==> config.mk <==
export PLATFORM = sky130hd
export DESIGN_NAME = ifetch_unit
export DESIGN_NICKNAME = d
export VERILOG_FILES = /design/src/rtl/cpu_pkg.sv /design/src/rtl/ifetch_unit_npc_calc.sv /design/src/rtl/ifetch_unit.sv
export SDC_FILE = /design/constraint.sdc
export NUM_CORES = 1
export LEC_CHECK = 0
export CORE_MARGIN = 8
export CORE_UTILIZATION = 29
export CTS_CLUSTER_SIZE = 14
export DETAILED_ROUTE_END_ITERATION = 16
export PLACE_DENSITY = 0.67
export SETUP_SLACK_MARGIN = 0.3
export SYNTH_ARGS = -nofsm -noshare
export SYNTH_HDL_FRONTEND = slang
export SYNTH_SLANG_ARGS = --single-unit
export TNS_END_PERCENT = 100
==> constraint.sdc <==
create_clock -name clock -period 4.55 [get_ports clock]
set_input_delay 0.91 -clock clock [delete_from_list [all_inputs] [get_ports clock]]
set_output_delay 0.91 -clock clock [all_outputs]
set_load 0.1 [all_outputs]
==> src/rtl/cpu_pkg.sv <==
// Shared CPU definitions: opcodes, fetch FSM states, control-flag bundle and reset PC.
package cpu_pkg;

  localparam logic [5:0] OP_BEQ = 6'b000100;
  localparam logic [5:0] OP_BNE = 6'b000101;
  localparam logic [5:0] OP_J   = 6'b000010;
  localparam logic [5:0] OP_JAL = 6'b000011;

  localparam logic [31:0] RESET_PC_DEF = 32'h0000_0000;

  typedef enum logic {
    FETCH = 1'b0,
    HOLD  = 1'b1
  } fetch_state_t;

  // Control flags from decode/control for the held instruction
  typedef struct packed {
    logic jr;
    logic jmp;
    logic jal;
    logic branch;
    logic nbranch;
    logic zero;
  } ctl_flags_t;

  // Pseudo-direct jump target: region bits of pc+4 with the word index
  function automatic logic [31:0] jump_target(input logic [31:0] opcplus4,
                                              input logic [25:0] instr_index);
    return {opcplus4[31:28], instr_index, 2'b00};
  endfunction

endpackage

==> src/rtl/ifetch_unit_npc_calc.sv <==
// Combinational next-PC selection: jr > j/jal > taken branch > sequential.
module npc_calc
  import cpu_pkg::*;
(
  input  ctl_flags_t  flags_i,
  input  logic [31:0] opcplus4_i,
  input  logic [25:0] instr_index_i,
  input  logic [31:0] read_data_1_i,
  input  logic [31:0] sign_extend_i,
  output logic [31:0] next_pc_o,
  output logic        misalign_o
);

  logic branch_taken;

  assign branch_taken = (flags_i.branch && flags_i.zero) ||
                        (flags_i.nbranch && !flags_i.zero);

  always_comb begin
    next_pc_o  = opcplus4_i;
    misalign_o = 1'b0;
    if (flags_i.jr) begin
      next_pc_o  = {read_data_1_i[31:2], 2'b00};
      misalign_o = |read_data_1_i[1:0];
    end else if (flags_i.jmp || flags_i.jal) begin
      next_pc_o = jump_target(opcplus4_i, instr_index_i);
    end else if (branch_taken) begin
      next_pc_o = opcplus4_i + sign_extend_i;
    end
  end

endmodule

==> src/rtl/ifetch_unit.sv <==
// Instruction fetch stage: owns the PC, fetches over req/ack and hands
// instructions to decode over valid/ready, resolving control flow on accept.
module ifetch_unit
  import cpu_pkg::*;
#(
  parameter logic [31:0] RESET_PC = RESET_PC_DEF,
  parameter int unsigned IMEM_AW  = 14
) (
  input  logic               clock,
  input  logic               reset,
  output logic               imem_req,
  output logic [IMEM_AW-1:0] imem_addr,
  input  logic               imem_ack,
  input  logic [31:0]        imem_rdata,
  output logic [31:0]        Instruction,
  output logic [31:0]        opcplus4,
  output logic               inst_valid,
  input  logic               inst_ready,
  input  logic               Branch,
  input  logic               nBranch,
  input  logic               Jmp,
  input  logic               Jal,
  input  logic               Jr,
  input  logic               Zero,
  input  logic [31:0]        read_data_1,
  input  logic [31:0]        Sign_extend,
  output logic [31:0]        pc_out,
  output logic [31:0]        retired,
  output logic               misalign_err
);

  fetch_state_t state_q;
  logic [31:0]  pc_q;
  logic [31:0]  instr_q;
  logic [31:0]  opcplus4_q;
  logic [31:0]  retired_q;
  logic         misalign_q;

  ctl_flags_t   flags;
  logic [31:0]  next_pc;
  logic         jr_misalign;

  assign flags = '{jr:      Jr,
                   jmp:     Jmp,
                   jal:     Jal,
                   branch:  Branch,
                   nbranch: nBranch,
                   zero:    Zero};

  npc_calc u_npc_calc (
    .flags_i       (flags),
    .opcplus4_i    (opcplus4_q),
    .instr_index_i (instr_q[25:0]),
    .read_data_1_i (read_data_1),
    .sign_extend_i (Sign_extend),
    .next_pc_o     (next_pc),
    .misalign_o    (jr_misalign)
  );

  // Fetch FSM with PC, held-instruction, retire counter and sticky error
  always_ff @(posedge clock or posedge reset) begin
    if (reset) begin
      state_q    <= FETCH;
      pc_q       <= RESET_PC;
      instr_q    <= 32'h0;
      opcplus4_q <= RESET_PC + 32'd4;
      retired_q  <= 32'h0;
      misalign_q <= 1'b0;
    end else begin
      case (state_q)
        FETCH: begin
          if (imem_ack) begin
            instr_q    <= imem_rdata;
            opcplus4_q <= pc_q + 32'd4;
            state_q    <= HOLD;
          end
        end
        HOLD: begin
          // Stray acks here are ignored; control flags matter only on accept
          if (inst_ready) begin
            pc_q      <= next_pc;
            retired_q <= retired_q + 32'd1;
            if (jr_misalign) begin
              misalign_q <= 1'b1;
            end
            state_q   <= FETCH;
          end
        end
      endcase
    end
  end

  // Request is gated by reset so memory never sees a request during reset
  assign imem_req     = (state_q == FETCH) && !reset;
  assign imem_addr    = pc_q[IMEM_AW+1:2];
  assign inst_valid   = (state_q == HOLD);

  assign Instruction  = instr_q;
  assign opcplus4     = opcplus4_q;
  assign pc_out       = pc_q;
  assign retired      = retired_q;
  assign misalign_err = misalign_q;

endmodule
==> results.toml, run 1 <==
[pwr]
finalPower_mw = 7.92
powerDensity_mw_per_mm2 = 685
static-leakage-power_nw = 4.85
peak_vdd_ir_v = 0.000400

[placement]
dpl-instance-area_mm2 = 0.0109
dp_hpwl_um = 22900
placement.io_buffers = 250
routabilityCongestion = 0.848

[critical_path]
cp_slowest_cell = "a311o_1"
category_of_the_worst_setup_path_capture_point = "flop"
critical_path.top_delay_family = "compound AO/OA/AOI/OAI gates"
required_ns = 4.83
worst-path-buf-inv = 1
critPathKind = "in2reg"
critical_path.startpoint_type = "primary input"
largest_driver_fanout_on_the_critical_path = 3
critical_path.cell_chain = "clkdlybuf4s50_1 -> ha_1 -> fa_1 -> a21o_1 -> a311o_1 -> and3_1 -> a211o_2 -> o31ai_4 -> o311ai_2 -> xnor2_1 -> a31oi_1"
cpPeakStageDelay_ns = 0.43
timing.critical_path.from = "Sign_extend[0]"
cp.arrival_ns = 3.81
r2r_start = "opcplus4[0]"
worst_r2r_setup_slack_ns = 1.47

[timing]
timing.final.hold_violations = 0
report.final.slew_viol_count = 0
post_layout_min_period_ns = 3.53
final-setup-viol-count = 0
timing_worst_slew_pin_value_ns = 1.11
grt_setup_unrepaired = "no"
fmax_mhz = 283
clock_skew_ns = 0.0144
fin_setup_tns_ns = 0
smallest_hold_slack_ns = 0.461
finalCritPeriodShare = 0.776
max_slew_margin = 0.257

[routing]
via_count_normalized_by_instance_count = 5.09
postRouteAntennaNets = 0
drt-total-wl_um = 30100
drcViolationCount = 0
vias = 7647
number_of_detailed_route_iterations_in_the_first_pass = 6
drt_iter0_markers = 575
wire_per_inst_um = 20.0

[grt]
grt_max_degree = 86
grt_pass1_wl_um = 46500
grt_usage = 0.178
number_of_global_route_vias_before_repair = 7685
globalRoute.totalOverflow = 0
antenna_found_initial = 4

[clock_network]
cts-buffers-inserted = 17
clock_sinks = 130
ctsRootBufferMaster = "clkbuf_16"
clkTransAtPathRegs_ns = 0.06
tritoncts_clock_tree = "yes"
cts-hold-fix-buffers = 0
clk_path_buf_depth = 2
postCtsSetupBuffers = 0
postCtsResizedCells = 0
cts_max_level = 4
clkLatencyLatePin_ns = 0.43

[synthesis]
synth_top_cell_area_share = 0.400
ys_dominant_reg_cell = "dfrtp_1"
synth_area_mm2 = 0.00808
post_synth_cell_types = 68
synth-edff-count = 0
synth_top_cell_by_area = "dfrtp_1"
synth_fp_nets = 1021
synth.avg_cell_area_um2 = 9.17
seq_area_frac_synth = 0.403
share_of_synthesized_flip_flops_with_an_asynchronous_set_or_reset = 1.00
netlist_instances = 881
yosys_warnings = 0
ys_ff_latch = 130
synth_area_leaders = "dfrtp_1 40%, nand2_1 5.6%, xnor2_1 5.2%, ha_1 5.1%, mux2_2 5.0%"

[cells_and_area]
finalInstanceArea_mm2 = 0.0116
layout-drive-gt1-share = 0.0874
areaGrowthSynthToFinish_pct = 43.1
nets = 1248

[die]
io_pins = 251
floorplan.initialDensity = 0.292
coreArea_mm2 = 0.0276
floorplan.die_area_mm2 = 0.0335
die_w_um = 183
std_cell_rows = 61
chipHeight_um = 183

[min_path]
min-delay-path-class = "reg2reg"
min_from = "retired[31]"

[job]
drv.max_cap_violation_count = 0

[outcome]
status = "completed"
-- Yosys cell counts (17+ instances only) --
library cell	n
a21o_1	19
a21oi_1	60
and3_1	36
clkbuf_1	32
dfrtp_1	129
ha_1	33
mux2_2	36
nand2_1	120
nand3_1	36
nand4_1	17
nor2_1	45
o21ai_0	67
xnor2_1	48
xor2_1	32
-- layer usage --
layer / routed length, µm / track usage
met5: 13 / 0
met4: 1050 / 0.0745
met3: 1990 / 0.0457
met2: 13800 / 0.282
met1: 13200 / 0.228
-- power by group --
part | leakage (nW) | switching [mW] | total (mW) | internal (mW)
Sequential | 1.63 | 0.395 | 1.82 | 1.42
Clock | 0.316 | 0.559 | 1.54 | 0.976
Combinational | 2.91 | 3.34 | 4.56 | 1.23
Total | 4.85 | 4.29 | 7.92 | 3.63
-- area by class of cell --
type,count,area [µm²]
inverter,14,56.3
tap,378,473
antenna,3,7.51
fill,2787,16100
sequential,130,3250
timing repair buffer,260,2590
multi-input combinational,685,4540
clock inverter,13,209
clock buffer,19,433
-- final timing paths --
path,endpoint,depth (start not counted)
max reg2reg,pc_out[30],10
min in group asynchronous,retired[8],2
max,pc_out[30],11
min,retired[31],1
min reg2reg,retired[31],1
max in group asynchronous,opcplus4[26],3
-- cells in the final DEF, fill, tap and decap left out, types with 4 or more instances in the layout --
cell type	netlist	final
xor2_1	32	32
mux2_2	36	36
nand4_1	17	17
nand3_1	36	36
o21a_1	5	5
a211oi_1	4	4
o221ai_1	6	6
a21oi_1	60	60
nor3_1	8	8
nor2_1	45	44
and3_1	36	36
a21o_1	19	19
and4_1	4	4
o21ai_0	67	67
a31oi_1	6	6
o21ai_1	13	13
dfrtp_1	129	129
nand2_1	120	119
bufinv_16	0	5
nand2b_1	4	4
buf_4	14	10
o211ai_1	16	16
inv_1	14	13
a311oi_1	6	6
xnor2_1	48	48
and2_1	4	4
ha_1	33	33
clkbuf_16	0	17
clkdlybuf4s50_1	0	249
-- logic make-up after synthesis --
family / share of synthesized area
and+or+nand+nor: 0.175
AOI/OAI and AO/OA: 0.186
DFF: 0.403
xor gates and xnor gates: 0.0867
buffers and inverters: 0.0378
muxes: 0.0579
adders and majority gates: 0.0536
-- worst register-to-register path, cell delays in order, from the launching register on --
cell	delay, ns
dfrtp_1	0.41
ha_1	0.25
fa_1	0.42
a21o_1	0.23
a311o_1	0.43
and3_1	0.17
a211o_2	0.31
o31ai_4	0.33
o311ai_2	0.15
xnor2_1	0.15
a31oi_1	0.09
-- through the flow --
step | cells | setup slack, ns | util
2_1_floorplan | 881 | 1.24 | -
3_3_place_gp | 1467 | 0.614 | 0.395
3_5_place_dp | 1467 | 0.617 | 0.395
4_1_cts | 1499 | 1.02 | 0.418
5_1_grt | 1502 | 0.853 | 0.418
6_report | 1502 | 1.02 | 0.418
-- flip-flops by register name, summed over array words and instances, names as in the netlist --
name and cells:
retired 32, misalign_err 1, pc_out 32, opcplus4 32, Instruction 32, inst_valid 1
Note: power is estimated with default switching activity, not from simulation.
==> run 2, diff against run 1 <==
clock period = 3.1 ns   (was 4.55 ns; I/O delays follow)
==> results.toml, run 2 (same netlist as run 1, synthesis figures left out) <==
[job]
drv.max_cap_violation_count = 0

[cells_and_area]
layout-drive-gt1-share = 0.278
layout.cells.most_common = "buf_4"
final_core_utilization = 0.424
layout.cells.most_common_list = "204 x buf_4, 119 x nand2_1, 112 x dfrtp_1"
layout.cells.non_filler = 1550
areaGrowthSynthToFinish_pct = 45.1
nets = 1299

[critical_path]
cpPeakStageDelay_ns = 0.37
cp.arrival_ns = 3.14
critical_path.top_delay_family = "compound AO/OA/AOI/OAI gates"
critical_path.cell_chain = "clkdlybuf4s15_1 -> ha_4 -> fa_2 -> a21o_1 -> a311o_1 -> and3_1 -> a211o_2 -> o31ai_4 -> o311ai_2 -> xnor2_1 -> a31oi_1"
critical_path.startpoint_type = "primary input"
required_ns = 3.44
critPathKind = "in2reg"
largest_driver_fanout_on_the_critical_path = 3
cp_slowest_cell = "fa_2"
category_of_the_worst_setup_path_capture_point = "flop"
worst-path-buf-inv = 1

[pwr]
power_switching_share = 0.542
seq_power_share = 0.228
peak_vdd_ir_v = 0.000710
switching_power_mw = 6.41
cell_internal_pwr_mw = 5.41
static-leakage-power_nw = 5.30
powerDensity_mw_per_mm2 = 1010
finalPower_mw = 11.8
clk_pwr_share = 0.188
share_comb_of_total_power = 0.584

[clock_network]
clock_sinks = 130
ctsRootBufferMaster = "clkbuf_16"
clkLatencyLatePin_ns = 0.42
clkTransAtPathRegs_ns = 0.06
cts_max_level = 4
tritoncts_clock_tree = "yes"
clk_path_buf_depth = 2
cts-buffers-inserted = 17

[routing]
route.met3.wl_um = 2090
wire_per_inst_um = 19.7
vias = 7828
met2WireLength_um = 14200
via_count_normalized_by_instance_count = 5.05
drt-met1-wl_um = 13100
drt-total-wl_um = 30500
drcViolationCount = 0
number_of_detailed_route_iterations_in_the_first_pass = 9
highest_layer = "met4"
drt_iter0_markers = 547
postRouteAntennaNets = 0

[timing]
final_worst_path_setup_slack_ns = 0.300
grt_setup_unrepaired = "yes"
finalCritPeriodShare = 0.903
clock_skew_ns = 0.0114
final-setup-viol-count = 0
timing_worst_slew_pin_value_ns = 0.890
report.final.slew_viol_count = 0
post_layout_min_period_ns = 2.80
max_slew_margin = 0.407
fin_setup_tns_ns = 0
fmax_mhz = 357
timing.final.hold_violations = 0

[outcome]
status = "completed"

[placement]
numPlacedInstances = 1513
routabilityCongestion = 0.885
dpl_worst_slack_ns = -0.328
placement.io_buffers = 250
dp_hpwl_um = 23700

[grt]
grt_usage = 0.179
grt_max_degree = 74
antenna_found_initial = 1
globalRoute.totalOverflow = 0
number_of_global_route_vias_before_repair = 8021
grt_pass1_wl_um = 47000

[die]
io_pins = 251
chipHeight_um = 183
std_cell_rows = 61
die_w_um = 183
floorplan.die_area_mm2 = 0.0335
floorplan.initialDensity = 0.292
coreArea_mm2 = 0.0276

[min_path]
min-delay-path-class = "reg2reg"
## run 2: cell types whose count changed in the layout (fill, tap and decap cells not counted), moves of 5 or more
| cell | before | now |
|---|---|---|
| ha_4 | 0 | 5 |
| buf_4 | 10 | 204 |
| dfrtp_1 | 129 | 112 |
| clkdlybuf4s50_1 | 249 | 100 |
| ha_1 | 33 | 28 |
| dfrtp_2 | 0 | 17 |
## run 2: worst paths after layout
kind                                startpoint  slack [ns]           to  depth (start not counted)
worst min register to register     retired[31]        0.48  retired[31]                          1
worst min-delay path               retired[31]        0.48  retired[31]                          1
worst max register to register     opcplus4[0]        0.30   pc_out[30]                         10
worst max-delay path            Sign_extend[0]        0.30   pc_out[30]                         11
max in group asynchronous                reset        1.76  retired[10]                          3
min in group asynchronous                reset        0.64   retired[5]                          2
## run 2: timing repair
item	4_1_cts	5_1_grt
resized for setup	6	15
pin swaps	7	10
cloned	0	0
hold buffers	0	0
setup buffers	3	2
setup endpoints to repair	14	14
## run 2: cell type report
| cell class | count | area [µm²] |
|---|---|---|
| antenna | 1 | 2.50 |
| clock buffer | 19 | 453 |
| clock inverter | 12 | 179 |
| fill | 2734 | 15900 |
| inverter | 14 | 56.3 |
| multi-input combinational | 685 | 4650 |
| sequential | 130 | 3280 |
| tap | 378 | 473 |
| timing repair buffer | 311 | 2630 |
## run 2: worst register-to-register path, cell delays in order, from the launching register on
cell and delay (ns):
dfrtp_2 0.42, ha_4 0.17, fa_2 0.37, a21o_1 0.18, a311o_1 0.34, and3_1 0.18, a211o_2 0.31, o31ai_4 0.28
o311ai_2 0.16, xnor2_1 0.14, a31oi_1 0.16
## run 2: metrics by stage
| stage | cell area [µm²] | hold slack [ns] |
|---|---|---|
| after CTS | 11600 | 0.483 |
| after detailed placement | 11000 | 0.469 |
| after floorplan | 8120 | 0.723 |
| final | 11700 | 0.478 |
| after global routing | 11700 | 0.511 |
| after global placement | 11000 | 0.458 |
## run 2: per-layer routing
layer	GRT usage	vias to the layer above
li1	-	3723
met1	0.229	3737
met2	0.284	313
met3	0.0451	55
met4	0.0771	0
met5	0	-
## run 2: power by group through the flow
stage               Clock (mW)  Combinational (mW)  Sequential [mW]
CTS                       2.26                6.83             2.68
global route              2.32                7.24             2.75
global placement             0                6.74             2.69
detailed placement           0                6.79             2.70
finish                    2.23                6.90             2.69
floorplan                    0                2.30             5.37
==> run 3, diff against run 2 <==
clock period = 2.5 ns   (was 3.1 ns; I/O delays follow)
==> results.toml, run 3 (same netlist as run 1, synthesis figures left out) <==
[die]
floorplan.die_area_mm2 = 0.0335
coreArea_mm2 = 0.0276
chipHeight_um = 183
io_pins = 251
die_w_um = 183
floorplan.initialDensity = 0.292
std_cell_rows = 61

[pwr]
peak_vdd_ir_v = 0.000790
share_comb_of_total_power = 0.601
finalPower_mw = 16.0
powerDensity_mw_per_mm2 = 1230
cell_internal_pwr_mw = 7.66
power_switching_share = 0.522
static-leakage-power_nw = 5.83
clk_pwr_share = 0.189
switching_power_mw = 8.36
seq_power_share = 0.210

[outcome]
status = "finished with violations"
failed_checks = "negative setup slack"

[routing]
drcViolationCount = 0
number_of_detailed_route_iterations_in_the_first_pass = 5
drt-total-wl_um = 32100
vias = 8207
postRouteAntennaNets = 0
drt_iter0_markers = 554
via_count_normalized_by_instance_count = 5.00
wire_per_inst_um = 19.6

[critical_path]
ff2ff_path_depth = 10
critical_path.startpoint_type = "flop"
cp.arrival_ns = 3.05
required_ns = 2.78
critical_path.top_delay_family = "compound AO/OA/AOI/OAI gates"
worst_r2r_setup_slack_ns = -0.27
r2r_start = "opcplus4[0]"
worst-path-buf-inv = 0
cpPeakStageDelay_ns = 0.42
largest_driver_fanout_on_the_critical_path = 3
cp_slowest_cell = "dfrtp_2"
crit-reg2reg-capture = "pc_out[28]"
critical_path.cell_chain = "ha_4 -> fa_2 -> a21o_1 -> a311o_1 -> and3_1 -> a211o_2 -> o31ai_4 -> o21ai_1 -> xnor2_1 -> o221ai_1"
category_of_the_worst_setup_path_capture_point = "flop"
critPathKind = "reg2reg"
crit_cells = 10

[min_path]
whs_path_depth = 1
worstHoldEndpoint = "retired[31]"
min-delay-path-class = "reg2reg"
min_from = "retired[31]"

[grt]
grt_max_degree = 131
number_of_global_route_vias_before_repair = 8559
antenna_found_initial = 4
grt_usage = 0.187
globalRoute.totalOverflow = 0
grt_pass1_wl_um = 49200

[timing]
final-setup-viol-count = 18
final_worst_path_setup_slack_ns = -0.266
finalCritPeriodShare = 1.11
smallest_hold_slack_ns = 0.470
timing.final.hold_violations = 0
post_layout_min_period_ns = 2.77
fmax_mhz = 362
clock_skew_ns = 0.0138
max_slew_margin = 0.485
timing_worst_slew_pin_value_ns = 0.773
report.final.slew_viol_count = 0
grt_setup_unrepaired = "yes"

[placement]
dpl_worst_slack_ns = -0.769
dp_hpwl_um = 24900
placement.io_buffers = 250
routabilityCongestion = 0.898

[cells_and_area]
regArea_mm2 = 0.00332
layout.cells.most_common_list = "284 x buf_4, 118 x nand2_1, 96 x clkdlybuf4s50_1"
nets = 1388
areaGrowthSynthToFinish_pct = 60.7
final_core_utilization = 0.470
multi_input_area_mm2 = 0.00509
layout-drive-gt1-share = 0.406
fillCellCount = 2643
layout.cells.most_common = "buf_4"

[clock_network]
clkTransAtPathRegs_ns = 0.06
clkLatencyLatePin_ns = 0.43
clk_path_buf_depth = 2
clock_sinks = 130
ctsRootBufferMaster = "clkbuf_16"
tritoncts_clock_tree = "yes"
cts-buffers-inserted = 17
cts-hold-fix-buffers = 0
cts_max_level = 4

[job]
drv.max_cap_violation_count = 0
## run 3: routing by layer
metal / GRT usage / part of all wire / up-vias
li1: - / - / 3901
met1: 0.240 / 0.44 / 3976
met2: 0.309 / 0.47 / 279
met3: 0.0417 / 0.056 / 49
met4: 0.0618 / 0.026 / 2
met5: 0 / 0.00025 / -
## run 3: power by group through the flow
stage | Clock [mW] | Sequential [mW] | Combinational, mW
floorplan | 0 | 6.73 | 2.98
global placement | 0 | 3.38 | 9.02
CTS | 3.08 | 3.36 | 9.45
detailed placement | 0 | 3.39 | 9.09
finish | 3.02 | 3.37 | 9.62
global route | 3.16 | 3.44 | 10.0
## run 3: final cells by class
cell class / instances / share of cell area
Multi-Input combinational cell: 685 / 0.392
Timing Repair Buffer: 400 / 0.257
Sequential cell: 130 / 0.256
Tap cell: 378 / 0.0364
Clock buffer: 18 / 0.0338
Clock inverter: 13 / 0.0199
Inverter: 14 / 0.00434
Antenna cell: 3 / 0.000578
## run 3: worst max path at each step
stage                    from         end  slack [ns]
2_1_floorplan     opcplus4[0]  pc_out[30]       -0.28
6_report          opcplus4[0]  pc_out[28]       -0.27
5_1_grt           opcplus4[0]  pc_out[28]       -0.33
3_3_place_gp   Sign_extend[0]  pc_out[26]       -0.72
3_5_place_dp   Sign_extend[0]  pc_out[28]       -0.77
4_1_cts           opcplus4[0]  pc_out[28]       -0.22
## run 3: repair_timing
action / 4_1_cts / 5_1_grt
buffers inserted: 9 / 4
gates resized for setup: 53 / 20
pin swaps: 44 / 40
endpoints found under the setup margin: 28 / 30
## run 3: stage by stage
stage,area [µm²],setup TNS [ns],instances
2_1_floorplan,8430,-1.78,881
3_3_place_gp,11900,-14.78,1594
3_5_place_dp,11900,-16.36,1594
4_1_cts,12900,-1.58,1634
5_1_grt,13000,-3.81,1641
6_report,13000,-2.19,1641
## run 3: worst register-to-register path, delay by kind of cell (launching register included)
family | cells | cell delay (ns)
AO/OA/AOI/OAI | 6 | 1.33
XOR/XNOR | 1 | 0.17
adder cells (fa/ha/maj) | 2 | 0.52
AND/OR/NAND/NOR | 1 | 0.17
flip-flops | 1 | 0.42
